<file path="src/rtl/cpu_pkg.sv">
// Shared CPU-wide constants, fetch FSM state type and PC arithmetic helper.
package cpu_pkg;

   localparam int WORD_W = 16;
   localparam logic [WORD_W-1:0] RESET_PC  = 16'h0000;
   localparam logic [WORD_W-1:0] HALT_WORD = 16'hFFFF;
   localparam logic [WORD_W-1:0] PC_STEP   = 16'd2;

   localparam int DBG_MAX_WAIT = 8;
   localparam int WAIT_W       = $clog2(DBG_MAX_WAIT + 1);

   typedef enum logic [1:0] {
      BOOT = 2'd0,
      RUN  = 2'd1,
      HALT = 2'd2
   } fetch_state_t;

   // Modulo 2^16: 16'hFFFE steps to 16'h0000.
   function automatic logic [WORD_W-1:0] pc_inc(input logic [WORD_W-1:0] pc);
      return pc + PC_STEP;
   endfunction

endpackage

</file>
<file path="src/rtl/fetch_controller_if.sv">
// ROM port, pipeline control, debug read port and IF/ID stage outputs of the fetch unit.
interface fetch_controller_if;
   import cpu_pkg::*;

   logic [WORD_W-1:0] imem_addr;
   logic [WORD_W-1:0] imem_data;
   logic              stall;
   logic              redirect_valid;
   logic [WORD_W-1:0] redirect_pc;
   logic              resume;
   logic              dbg_req;
   logic [WORD_W-1:0] dbg_addr;
   logic              dbg_ack;
   logic [WORD_W-1:0] dbg_data;
   logic              if_valid;
   logic [WORD_W-1:0] if_instr;
   logic [WORD_W-1:0] if_pc;
   logic [WORD_W-1:0] if_pc_next;
   logic              halted;

   modport master (
      output imem_addr,
      input  imem_data,
      input  stall, redirect_valid, redirect_pc, resume,
      input  dbg_req, dbg_addr,
      output dbg_ack, dbg_data,
      output if_valid, if_instr, if_pc, if_pc_next, halted
   );

   modport slave (
      input  imem_addr,
      output imem_data,
      output stall, redirect_valid, redirect_pc, resume,
      output dbg_req, dbg_addr,
      input  dbg_ack, dbg_data,
      input  if_valid, if_instr, if_pc, if_pc_next, halted
   );

endinterface

</file>
<file path="src/rtl/fetch_dbg_arbiter.sv">
// Grants the ROM port to debug reads when fetch is idle/stalled, or steals one RUN cycle after
// DBG_MAX_WAIT ungranted cycles; ack/data are registered one edge after the grant.
module fetch_dbg_arbiter
   import cpu_pkg::*;
(
   input  logic              clk,
   input  logic              rst_n,
   input  fetch_state_t      i_state,
   input  logic              i_stall,
   input  logic              i_dbg_req,
   input  logic [WORD_W-1:0] i_imem_data,
   output logic              o_dbg_gnt,
   output logic              o_steal,
   output logic              o_dbg_ack,
   output logic [WORD_W-1:0] o_dbg_data
);

   localparam logic [WAIT_W-1:0] WAIT_MAX = WAIT_W'(DBG_MAX_WAIT);

   logic [WAIT_W-1:0] r_wait_cnt;
   logic              r_dbg_ack;
   logic [WORD_W-1:0] r_dbg_data;
   logic              w_run;
   logic              w_pending;

   // The request stays high during its own ack cycle; masking by ack avoids a double read.
   assign w_run     = (i_state == RUN);
   assign w_pending = i_dbg_req && !r_dbg_ack;
   assign o_steal   = w_pending && w_run && (r_wait_cnt == WAIT_MAX);
   assign o_dbg_gnt = w_pending && (!w_run || i_stall || o_steal);

   always_ff @(posedge clk or negedge rst_n) begin
      if (!rst_n) begin
         r_wait_cnt <= '0;
         r_dbg_ack  <= 1'b0;
         r_dbg_data <= '0;
      end else begin
         r_dbg_ack <= o_dbg_gnt;
         if (o_dbg_gnt) begin
            r_dbg_data <= i_imem_data;
            r_wait_cnt <= '0;
         end else if (w_run && i_dbg_req && (r_wait_cnt != WAIT_MAX)) begin
            r_wait_cnt <= r_wait_cnt + 1'b1;
         end
      end
   end

   assign o_dbg_ack  = r_dbg_ack;
   assign o_dbg_data = r_dbg_data;

endmodule

</file>
<file path="src/rtl/fetch_controller.sv">
// Instruction fetch: PC, BOOT/RUN/HALT FSM and registered IF/ID outputs, one-cycle ROM-to-IF latency.
// Stall holds PC and IF/ID; redirect flushes; debug reads share the ROM port via fetch_dbg_arbiter.
module fetch_controller
   import cpu_pkg::*;
(
   input  logic               clk,
   input  logic               rst_n,
   fetch_controller_if.master bus
);

   fetch_state_t      r_state, w_state_nxt;
   logic [WORD_W-1:0] r_pc, w_pc_nxt;
   logic              r_if_valid, w_if_valid_nxt;
   logic [WORD_W-1:0] r_if_instr, w_if_instr_nxt;
   logic [WORD_W-1:0] r_if_pc, w_if_pc_nxt;
   logic [WORD_W-1:0] r_if_pc_next, w_if_pc_next_nxt;
   logic              r_halted, w_halted_nxt;
   logic              w_dbg_gnt;
   logic              w_steal;

   fetch_dbg_arbiter u_dbg_arb (
      .clk         (clk),
      .rst_n       (rst_n),
      .i_state     (r_state),
      .i_stall     (bus.stall),
      .i_dbg_req   (bus.dbg_req),
      .i_imem_data (bus.imem_data),
      .o_dbg_gnt   (w_dbg_gnt),
      .o_steal     (w_steal),
      .o_dbg_ack   (bus.dbg_ack),
      .o_dbg_data  (bus.dbg_data)
   );

   assign bus.imem_addr = w_dbg_gnt ? bus.dbg_addr : r_pc;

   always_ff @(posedge clk or negedge rst_n) begin
      if (!rst_n) r_state <= BOOT;
      else        r_state <= w_state_nxt;
   end

   always_comb begin
      w_state_nxt      = r_state;
      w_pc_nxt         = r_pc;
      w_if_valid_nxt   = r_if_valid;
      w_if_instr_nxt   = r_if_instr;
      w_if_pc_nxt      = r_if_pc;
      w_if_pc_next_nxt = r_if_pc_next;
      w_halted_nxt     = r_halted;
      case (r_state)
         BOOT: w_state_nxt = RUN;
         RUN: begin
            if (bus.redirect_valid) begin
               w_pc_nxt       = bus.redirect_pc;
               w_if_valid_nxt = 1'b0;
               w_if_instr_nxt = '0;
            end else if (w_steal) begin
               w_if_valid_nxt = 1'b0;
            end else if (!bus.stall) begin
               w_if_instr_nxt   = bus.imem_data;
               w_if_pc_nxt      = r_pc;
               w_if_pc_next_nxt = pc_inc(r_pc);
               w_if_valid_nxt   = 1'b1;
               // PC parks on the HALT word so resume continues right after it.
               if (bus.imem_data == HALT_WORD) begin
                  w_state_nxt  = HALT;
                  w_halted_nxt = 1'b1;
               end else begin
                  w_pc_nxt = pc_inc(r_pc);
               end
            end
         end
         HALT: begin
            if (!bus.stall) w_if_valid_nxt = 1'b0;
            if (bus.resume) begin
               w_pc_nxt     = pc_inc(r_pc);
               w_halted_nxt = 1'b0;
               w_state_nxt  = RUN;
            end
         end
         default: w_state_nxt = BOOT;
      endcase
   end

   always_ff @(posedge clk or negedge rst_n) begin
      if (!rst_n) begin
         r_pc         <= RESET_PC;
         r_if_valid   <= 1'b0;
         r_if_instr   <= '0;
         r_if_pc      <= '0;
         r_if_pc_next <= '0;
         r_halted     <= 1'b0;
      end else begin
         r_pc         <= w_pc_nxt;
         r_if_valid   <= w_if_valid_nxt;
         r_if_instr   <= w_if_instr_nxt;
         r_if_pc      <= w_if_pc_nxt;
         r_if_pc_next <= w_if_pc_next_nxt;
         r_halted     <= w_halted_nxt;
      end
   end

   assign bus.if_valid   = r_if_valid;
   assign bus.if_instr   = r_if_instr;
   assign bus.if_pc      = r_if_pc;
   assign bus.if_pc_next = r_if_pc_next;
   assign bus.halted     = r_halted;

endmodule

</file>
<file path="src/flat_wrapper.sv">
// flat-port wrapper written by rule: the top's interface ports become plain ports
module fetch_controller_flat import cpu_pkg::*;
  (clk, rst_n, bus_imem_addr, bus_imem_data, bus_stall, bus_redirect_valid, bus_redirect_pc, bus_resume, bus_dbg_req, bus_dbg_addr, bus_dbg_ack, bus_dbg_data, bus_if_valid, bus_if_instr, bus_if_pc, bus_if_pc_next, bus_halted);
  fetch_controller_if bus_i ();
  input  logic clk;
  input  logic rst_n;
  output wire logic [$bits(bus_i.imem_addr)-1:0] bus_imem_addr;
  input wire logic [$bits(bus_i.imem_data)-1:0] bus_imem_data;
  input wire logic [$bits(bus_i.stall)-1:0] bus_stall;
  input wire logic [$bits(bus_i.redirect_valid)-1:0] bus_redirect_valid;
  input wire logic [$bits(bus_i.redirect_pc)-1:0] bus_redirect_pc;
  input wire logic [$bits(bus_i.resume)-1:0] bus_resume;
  input wire logic [$bits(bus_i.dbg_req)-1:0] bus_dbg_req;
  input wire logic [$bits(bus_i.dbg_addr)-1:0] bus_dbg_addr;
  output wire logic [$bits(bus_i.dbg_ack)-1:0] bus_dbg_ack;
  output wire logic [$bits(bus_i.dbg_data)-1:0] bus_dbg_data;
  output wire logic [$bits(bus_i.if_valid)-1:0] bus_if_valid;
  output wire logic [$bits(bus_i.if_instr)-1:0] bus_if_instr;
  output wire logic [$bits(bus_i.if_pc)-1:0] bus_if_pc;
  output wire logic [$bits(bus_i.if_pc_next)-1:0] bus_if_pc_next;
  output wire logic [$bits(bus_i.halted)-1:0] bus_halted;
  assign bus_imem_addr = bus_i.imem_addr;
  assign bus_i.imem_data = bus_imem_data;
  assign bus_i.stall = bus_stall;
  assign bus_i.redirect_valid = bus_redirect_valid;
  assign bus_i.redirect_pc = bus_redirect_pc;
  assign bus_i.resume = bus_resume;
  assign bus_i.dbg_req = bus_dbg_req;
  assign bus_i.dbg_addr = bus_dbg_addr;
  assign bus_dbg_ack = bus_i.dbg_ack;
  assign bus_dbg_data = bus_i.dbg_data;
  assign bus_if_valid = bus_i.if_valid;
  assign bus_if_instr = bus_i.if_instr;
  assign bus_if_pc = bus_i.if_pc;
  assign bus_if_pc_next = bus_i.if_pc_next;
  assign bus_halted = bus_i.halted;
  fetch_controller u_core (.clk(clk), .rst_n(rst_n), .bus(bus_i));
endmodule
</file>
<file path="config.mk">
export PLATFORM = sky130hd
export DESIGN_NAME = fetch_controller_flat
export DESIGN_NICKNAME = d
export VERILOG_FILES = /design/src/rtl/cpu_pkg.sv /design/src/rtl/fetch_controller_if.sv /design/src/rtl/fetch_dbg_arbiter.sv /design/src/rtl/fetch_controller.sv /design/src/flat_wrapper.sv
export SDC_FILE = /design/constraint.sdc
export NUM_CORES = 1
export LEC_CHECK = 0
export CORE_MARGIN = 2
export CORE_UTILIZATION = 51
export DETAILED_ROUTE_END_ITERATION = 6
export PLACE_DENSITY = 0.86
export SLEW_MARGIN = 40
export SYNTH_ARGS = -nofsm -noshare
export SYNTH_HDL_FRONTEND = slang
export SYNTH_SLANG_ARGS = --single-unit
</file>
<file path="constraint.sdc">
create_clock -name clk -period 7.7 [get_ports clk]
set_clock_uncertainty 0.2 [all_clocks]
set_input_delay 1.54 -clock clk [delete_from_list [all_inputs] [get_ports clk]]
set_output_delay 1.54 -clock clk [all_outputs]
set_load 0.03 [all_outputs]
</file>
==> results of run 1 <==
synth_stat cells (2+ instances only):
master	number	area share, %
and4_1	2	0.39
a31oi_1	5	0.70
dfrtp_1	88	49
a21oi_1	25	2.8
o221ai_1	6	1.2
and2_1	9	1.3
nand4_1	9	1.3
a21oi_4	2	0.73
ha_1	8	2.2
nand2_1	22	1.9
a221oi_1	5	0.98
buf_2	8	0.90
a211oi_1	2	0.34
nor3_1	3	0.34
xnor2_1	13	2.6
o21bai_1	2	0.34
nor4_1	6	0.84
buf_4	4	0.67
a31o_2	2	0.39
a221o_1	2	0.45
a2bb2oi_1	3	0.59
nor2_1	23	1.9
buf_1	3	0.25
nand2b_1	5	0.70
inv_1	18	1.5
a22o_1	17	3.3
xor2_1	3	0.59
o22ai_1	4	0.56
o31a_1	2	0.39
mux2_2	43	11
o21ai_0	25	2.8
o211ai_1	2	0.34
nand3_1	9	1.0
clkbuf_1	11	0.93
nor2b_1	3	0.42
per-layer routing:
layer	up-vias	GRT usage (%)	wire length, um
met4	0	8.65	253
li1	1751	-	-
met3	31	9.28	1340
met2	223	43.2	5870
met1	1869	33.3	4910
met5	-	0	0
kinds of logic after synthesis:
| group | Yosys count | synth area share (%) |
|---|---|---|
| flip-flops | 88 | 49.5 |
| multiplexers | 45 | 11.4 |
| XOR/XNOR | 16 | 3.15 |
| AND/OR/NAND/NOR | 98 | 11.3 |
| AO/OA/AOI/OAI | 113 | 18.1 |
| adder cells (fa/ha/maj) | 8 | 2.25 |
| buffers and inverters | 44 | 4.27 |
how the worst max path moves through the flow:
stage / to / slack, ps / depth (start not counted) / startpoint
3_5_place_dp: bus_imem_addr[6] / 1530 / 7 / bus_dbg_req
5_1_grt: bus_imem_addr[10] / 1440 / 7 / bus_dbg_req
2_1_floorplan: bus_imem_addr[0] / 3170 / 5 / bus_dbg_req
3_3_place_gp: bus_imem_addr[6] / 1640 / 7 / bus_dbg_req
6_report: bus_imem_addr[6] / 1540 / 7 / bus_dbg_req
4_1_cts: bus_imem_addr[6] / 1520 / 7 / bus_dbg_req
where the power goes:
group	total, uW	internal [uW]	leakage [uW]	switching (uW)
registers	878	675	0.00105	203
logic	1600	694	0.00134	907
clock network	370	187	0.000115	183
total	2850	1560	0.00250	1290
area by class of cell:
type | count | area, um2 | area share (%)
clock buffers | 9 | 124 | 2.03
repair buffers | 140 | 1390 | 22.8
well taps | 108 | 135 | 2.22
flip-flops and latches | 88 | 2200 | 36.1
clock inverters | 7 | 100 | 1.64
multi-input cells | 280 | 2070 | 34.1
inverters | 18 | 67.6 | 1.11
critical path, cell delays in order:
cell and delay, ps:
clkdlybuf4s50_1 510, and2b_1 300, a21oi_4 150, a21oi_4 520, buf_4 400, mux2_2 380
clkdlybuf4s50_1 600
state kept, by name (all words and copies together) (netlist names):
name and flops:
u_core.bus.halted 1, u_core.bus.if_instr 16, u_core.bus.if_pc 16, u_core.bus.if_pc_next 15
u_core.bus.if_valid 1, u_core.r_pc 16, u_core.r_state 2, u_core.u_dbg_arb.o_dbg_ack 1
u_core.u_dbg_arb.o_dbg_data 16, u_core.u_dbg_arb.r_wait_cnt 4
stage by stage:
stage | setup slack [ps] | power [uW]
finish | 1540 | 2850
global route | 1440 | 3000
CTS | 1520 | 2850
detailed placement | 1530 | 2470
global placement | 1640 | 2420
floorplan | 3170 | 1850
==> impl_metrics.json, run 1 <==
{
  "placedCellCount": 634,
  "final_max_slew_viol_count": 0,
  "start_util_pct": 51.8,
  "ir_drop_mv": 0.280,
  "die_w_um": 97.4,
  "rows": 34,
  "rsz0062_at_grt": "false",
  "p_leak_uw": 0.00250,
  "layout.nets": 599,
  "fillers": 630,
  "cts_hold_buf": 0,
  "worst_pin_slew_ps": 756,
  "hold_path_startpoint": "u_core.bus.if_instr[3]$_DFFE_PN0P_",
  "routed_wl_um": 12400,
  "grt-ovfl-total": 0,
  "io_pins": 137,
  "diodes": 0,
  "fin_tns_setup_ps": 0,
  "worst-setup-path-type": "primary input to primary output",
  "ant_nets": 0,
  "dp_hpwl_um": 8670,
  "wl_per_cell_um": 19.0,
  "worstHoldPathCells": 1,
  "cts.sinks": 88,
  "power_density_nw_per_um2": 468,
  "synth_seq_cells": 88,
  "hold_viol": 0,
  "post-route-util_pct": 70.9,
  "timing.rr.start": "u_core.r_state[1]$_DFFE_PN0P_",
  "final_common_cell": "clkdlybuf4s50_1",
  "required_ps": 5960,
  "finalSetupViolations": 0,
  "clk_path_buf_depth": 2,
  "vias_per_cell": 5.96,
  "cp-start-kind": "primary input",
  "portBuffers": 136,
  "clockRootBuffer": "clkbuf_8",
  "period_needed_ps": 6160,
  "ff2ff_path_depth": 6,
  "ys_warn_count": 0,
  "grt_pass1_vias": 3952,
  "critPathMaxFanout": 23,
  "clk_pin_slew_worst_paths_ps": 90,
  "drc": 0,
  "instances_no_fill": 650,
  "netlist_area_um2": 4450,
  "synth_cell_types": 53,
  "status": "finished, final reports clean",
  "cts_buffers": 9,
  "drt_pre_antenna_iters": 5,
  "synth_edf_count": 0,
  "reg2reg_to": "u_core.bus.if_pc_next[2]$_DFFE_PN0P_",
  "slew_headroom_pct": 49.6,
  "syn_nets": 474,
  "ys_async_sr_fraction_pct": 100,
  "hp-class": "register to register",
  "final_area_um2": 6090,
  "drtIter0Drc": 268,
  "worstPathArrival_ps": 4420,
  "grt_max_degree": 52,
  "synth_flop_cell": "dfrtp_1",
  "endpoint_kind": "primary output",
  "area_delta_synth_final_pct": 36.9,
  "grt_pass1_wl_um": 20000,
  "drive_above_1_share_pct": 14.4,
  "die_area_um2": 9490,
  "cts_resized": 0,
  "max_freq_mhz": 162,
  "drv_cap": 0,
  "vias": 3874,
  "h-tree-depth": 3,
  "layout_common_cells": "135 x clkdlybuf4s50_1, 88 x dfrtp_1, 43 x mux2_2, 25 x a21oi_1",
  "antenna_found_initial": 0,
  "clk_latency_ps": 370,
  "syn_inst": 412,
  "synth_seq_area_share_pct": 49.5,
  "reg2reg_slack_ps": 4870,
  "track_usage_pct": 26.5,
  "cts_setup_buffers": 0,
  "core_region_area_um2": 8590,
  "whs_endpoint": "u_core.bus.if_instr[3]$_DFFE_PN0P_",
  "die_h_um": 97.4,
  "tritoncts": "built",
  "dpl-instance-area_um2": 5870,
  "hold_ws_ps": 311,
  "avgSynthCellArea_um2": 10.8,
  "gp_congestion": 0.822,
  "finalCritPeriodShare_pct": 80.1
}
Power figures use the tool's default switching activity.
==> run 2: changes to the inputs <==
--- a/config.mk
+++ b/config.mk
@@ -6,9 +6,9 @@
 export NUM_CORES = 1
 export LEC_CHECK = 0
 export CORE_MARGIN = 2
-export CORE_UTILIZATION = 51
+export CORE_UTILIZATION = 47
 export DETAILED_ROUTE_END_ITERATION = 6
-export PLACE_DENSITY = 0.86
+export PLACE_DENSITY = 0.8
 export SLEW_MARGIN = 40
 export SYNTH_ARGS = -nofsm -noshare
 export SYNTH_HDL_FRONTEND = slang
==> constraint.sdc (replaced) <==
create_clock -name clk -period 5.9 [get_ports clk]
set_clock_uncertainty 0.2 [all_clocks]
set_input_delay 1.18 -clock clk [delete_from_list [all_inputs] [get_ports clk]]
set_output_delay 1.18 -clock clk [all_outputs]
set_load 0.03 [all_outputs]
==> run 2 against run 1 <==
Net effect: core utilization is 4.6 points lower; setup slack worse by 620 ps; largest power group unchanged; first-iteration DRC count is 17% lower; critical path depth stayed put; sequential share of layout area hardly changed; design area hardly changed; sequential power is 31% higher; critical endpoint is now bus_imem_addr[3]; wire length is 2.5% lower; register-to-register slack worse by 1800 ps; clock power is 23% higher.
==> impl_metrics.json, run 2 (same netlist as run 1, synthesis figures left out) <==
{
  "status": "finished, final reports clean",
  "fin_tns_setup_ps": 0,
  "h-tree-depth": 3,
  "worstPathArrival_ps": 3600,
  "area_delta_synth_final_pct": 36.9,
  "start_util_pct": 48.4,
  "layout_common_cells": "135 x clkdlybuf4s50_1, 88 x dfrtp_1, 43 x mux2_2, 25 x a21oi_1",
  "dp_hpwl_um": 8940,
  "wl_per_cell_um": 18.4,
  "portBuffers": 136,
  "grt_pass1_wl_um": 19400,
  "p_leak_uw": 0.00250,
  "final_max_slew_viol_count": 0,
  "cp-start-kind": "primary input",
  "routed_wl_um": 12100,
  "clockRootBuffer": "clkbuf_8",
  "rsz0062_at_grt": "false",
  "instances_no_fill": 655,
  "worst_pin_slew_ps": 752,
  "antenna_found_initial": 0,
  "crit_chain": "clkdlybuf4s50_1, and2b_1, a21oi_4, a21oi_4, buf_4, mux2_2, clkdlybuf4s50_1",
  "final_common_cell": "clkdlybuf4s50_1",
  "cts_buffers": 9,
  "grt_pass1_vias": 3874,
  "crit_path_start": "bus_dbg_req",
  "required_ps": 4520,
  "cts_hold_buf": 0,
  "die_area_um2": 10300,
  "die_h_um": 101,
  "finalSetupViolations": 0,
  "dpl-instance-area_um2": 5880,
  "hold_path_startpoint": "u_core.bus.if_pc[2]$_DFFE_PN0P_",
  "ir_drop_mv": 0.350,
  "cts_resized": 0,
  "hp-class": "register to register",
  "finalCritPeriodShare_pct": 84.4,
  "clk_pin_slew_worst_paths_ps": 80,
  "cts_setup_buffers": 0,
  "drc": 0,
  "rows": 35,
  "clk_latency_ps": 350,
  "vias": 3840,
  "layout.nets": 601,
  "grt-ovfl-total": 0,
  "power_density_nw_per_um2": 606,
  "worst-setup-path-type": "primary input to primary output",
  "drt_pre_antenna_iters": 5,
  "drive_above_1_share_pct": 14.2,
  "core_region_area_um2": 9200,
  "hold_ws_ps": 310,
  "drtIter0Drc": 223,
  "hold_viol": 0,
  "max_freq_mhz": 201,
  "period_needed_ps": 4980,
  "drv_cap": 0,
  "ant_nets": 0,
  "final_area_um2": 6090,
  "crit_path_max_incr_delay_ps": 590,
  "slew_headroom_pct": 49.5,
  "diodes": 0,
  "tritoncts": "built",
  "placedCellCount": 639,
  "endpoint_kind": "primary output",
  "gp_congestion": 0.763,
  "cts.sinks": 88,
  "critPathMaxFanout": 25,
  "vias_per_cell": 5.86,
  "io_pins": 137,
  "track_usage_pct": 24.3,
  "timing.rr.start": "u_core.r_state[1]$_DFFE_PN0P_",
  "die_w_um": 101,
  "clk_path_buf_depth": 2,
  "grt_max_degree": 55,
  "critPathSlowestCell": "clkdlybuf4s50_1"
}
run 2: worst paths after layout:
| kind | depth (start not counted) | slack [ps] | endpoint |
|---|---|---|---|
| max in group asynchronous | 2 | 3900 | u_core.u_dbg_arb.r_wait_cnt[2]$_DFFE_PN0P_ |
| worst max register to register | 6 | 3100 | u_core.bus.if_pc_next[2]$_DFFE_PN0P_ |
| worst max-delay path | 7 | 920 | bus_imem_addr[3] |
| min in group asynchronous | 1 | 560 | u_core.u_dbg_arb.o_dbg_data[11]$_DFFE_PN0P_ |
| worst min register to register | 1 | 310 | u_core.bus.if_pc[2]$_DFFE_PN0P_ |
| worst min-delay path | 1 | 310 | u_core.bus.if_pc[2]$_DFFE_PN0P_ |
run 2: cell type report:
class                           instances  area (um2)
Fill cell                             700        3100
Inverter                               18        67.6
Tap cell                              111         139
Sequential cell                        88        2200
Clock buffer                           11         131
Timing Repair Buffer                  142        1400
Multi-Input combinational cell        280        2070
Clock inverter                          5        78.8
run 2: through the flow:
step	setup WS, ps	util, %	total power (uW)
floorplan	2090	-	2420
global placement	996	63.9	3170
detailed placement	921	64.0	3240
CTS	911	66.2	3710
global route	787	66.3	3910
finish	921	66.3	3690
run 2: where the power goes:
group | switching (uW) | leakage (uW) | internal (uW)
Sequential | 264 | 0.00105 | 881
Combinational | 1180 | 0.00135 | 910
Clock | 215 | 0.000108 | 239
run 2: layer usage:
layer / track usage, % / part of all wire [%]
met3: 8.49 / 9.8
met5: 0 / 0
met4: 9.67 / 2.7
met1: 31.3 / 40
met2: 37.9 / 47
run 2: worst max-delay path, delay by kind of cell:
kind / cells / cell delay, ps
muxes: 1 / 370
AOI/OAI and AO/OA: 2 / 330
and+or+nand+nor: 1 / 290
buffers and inverters: 3 / 1410
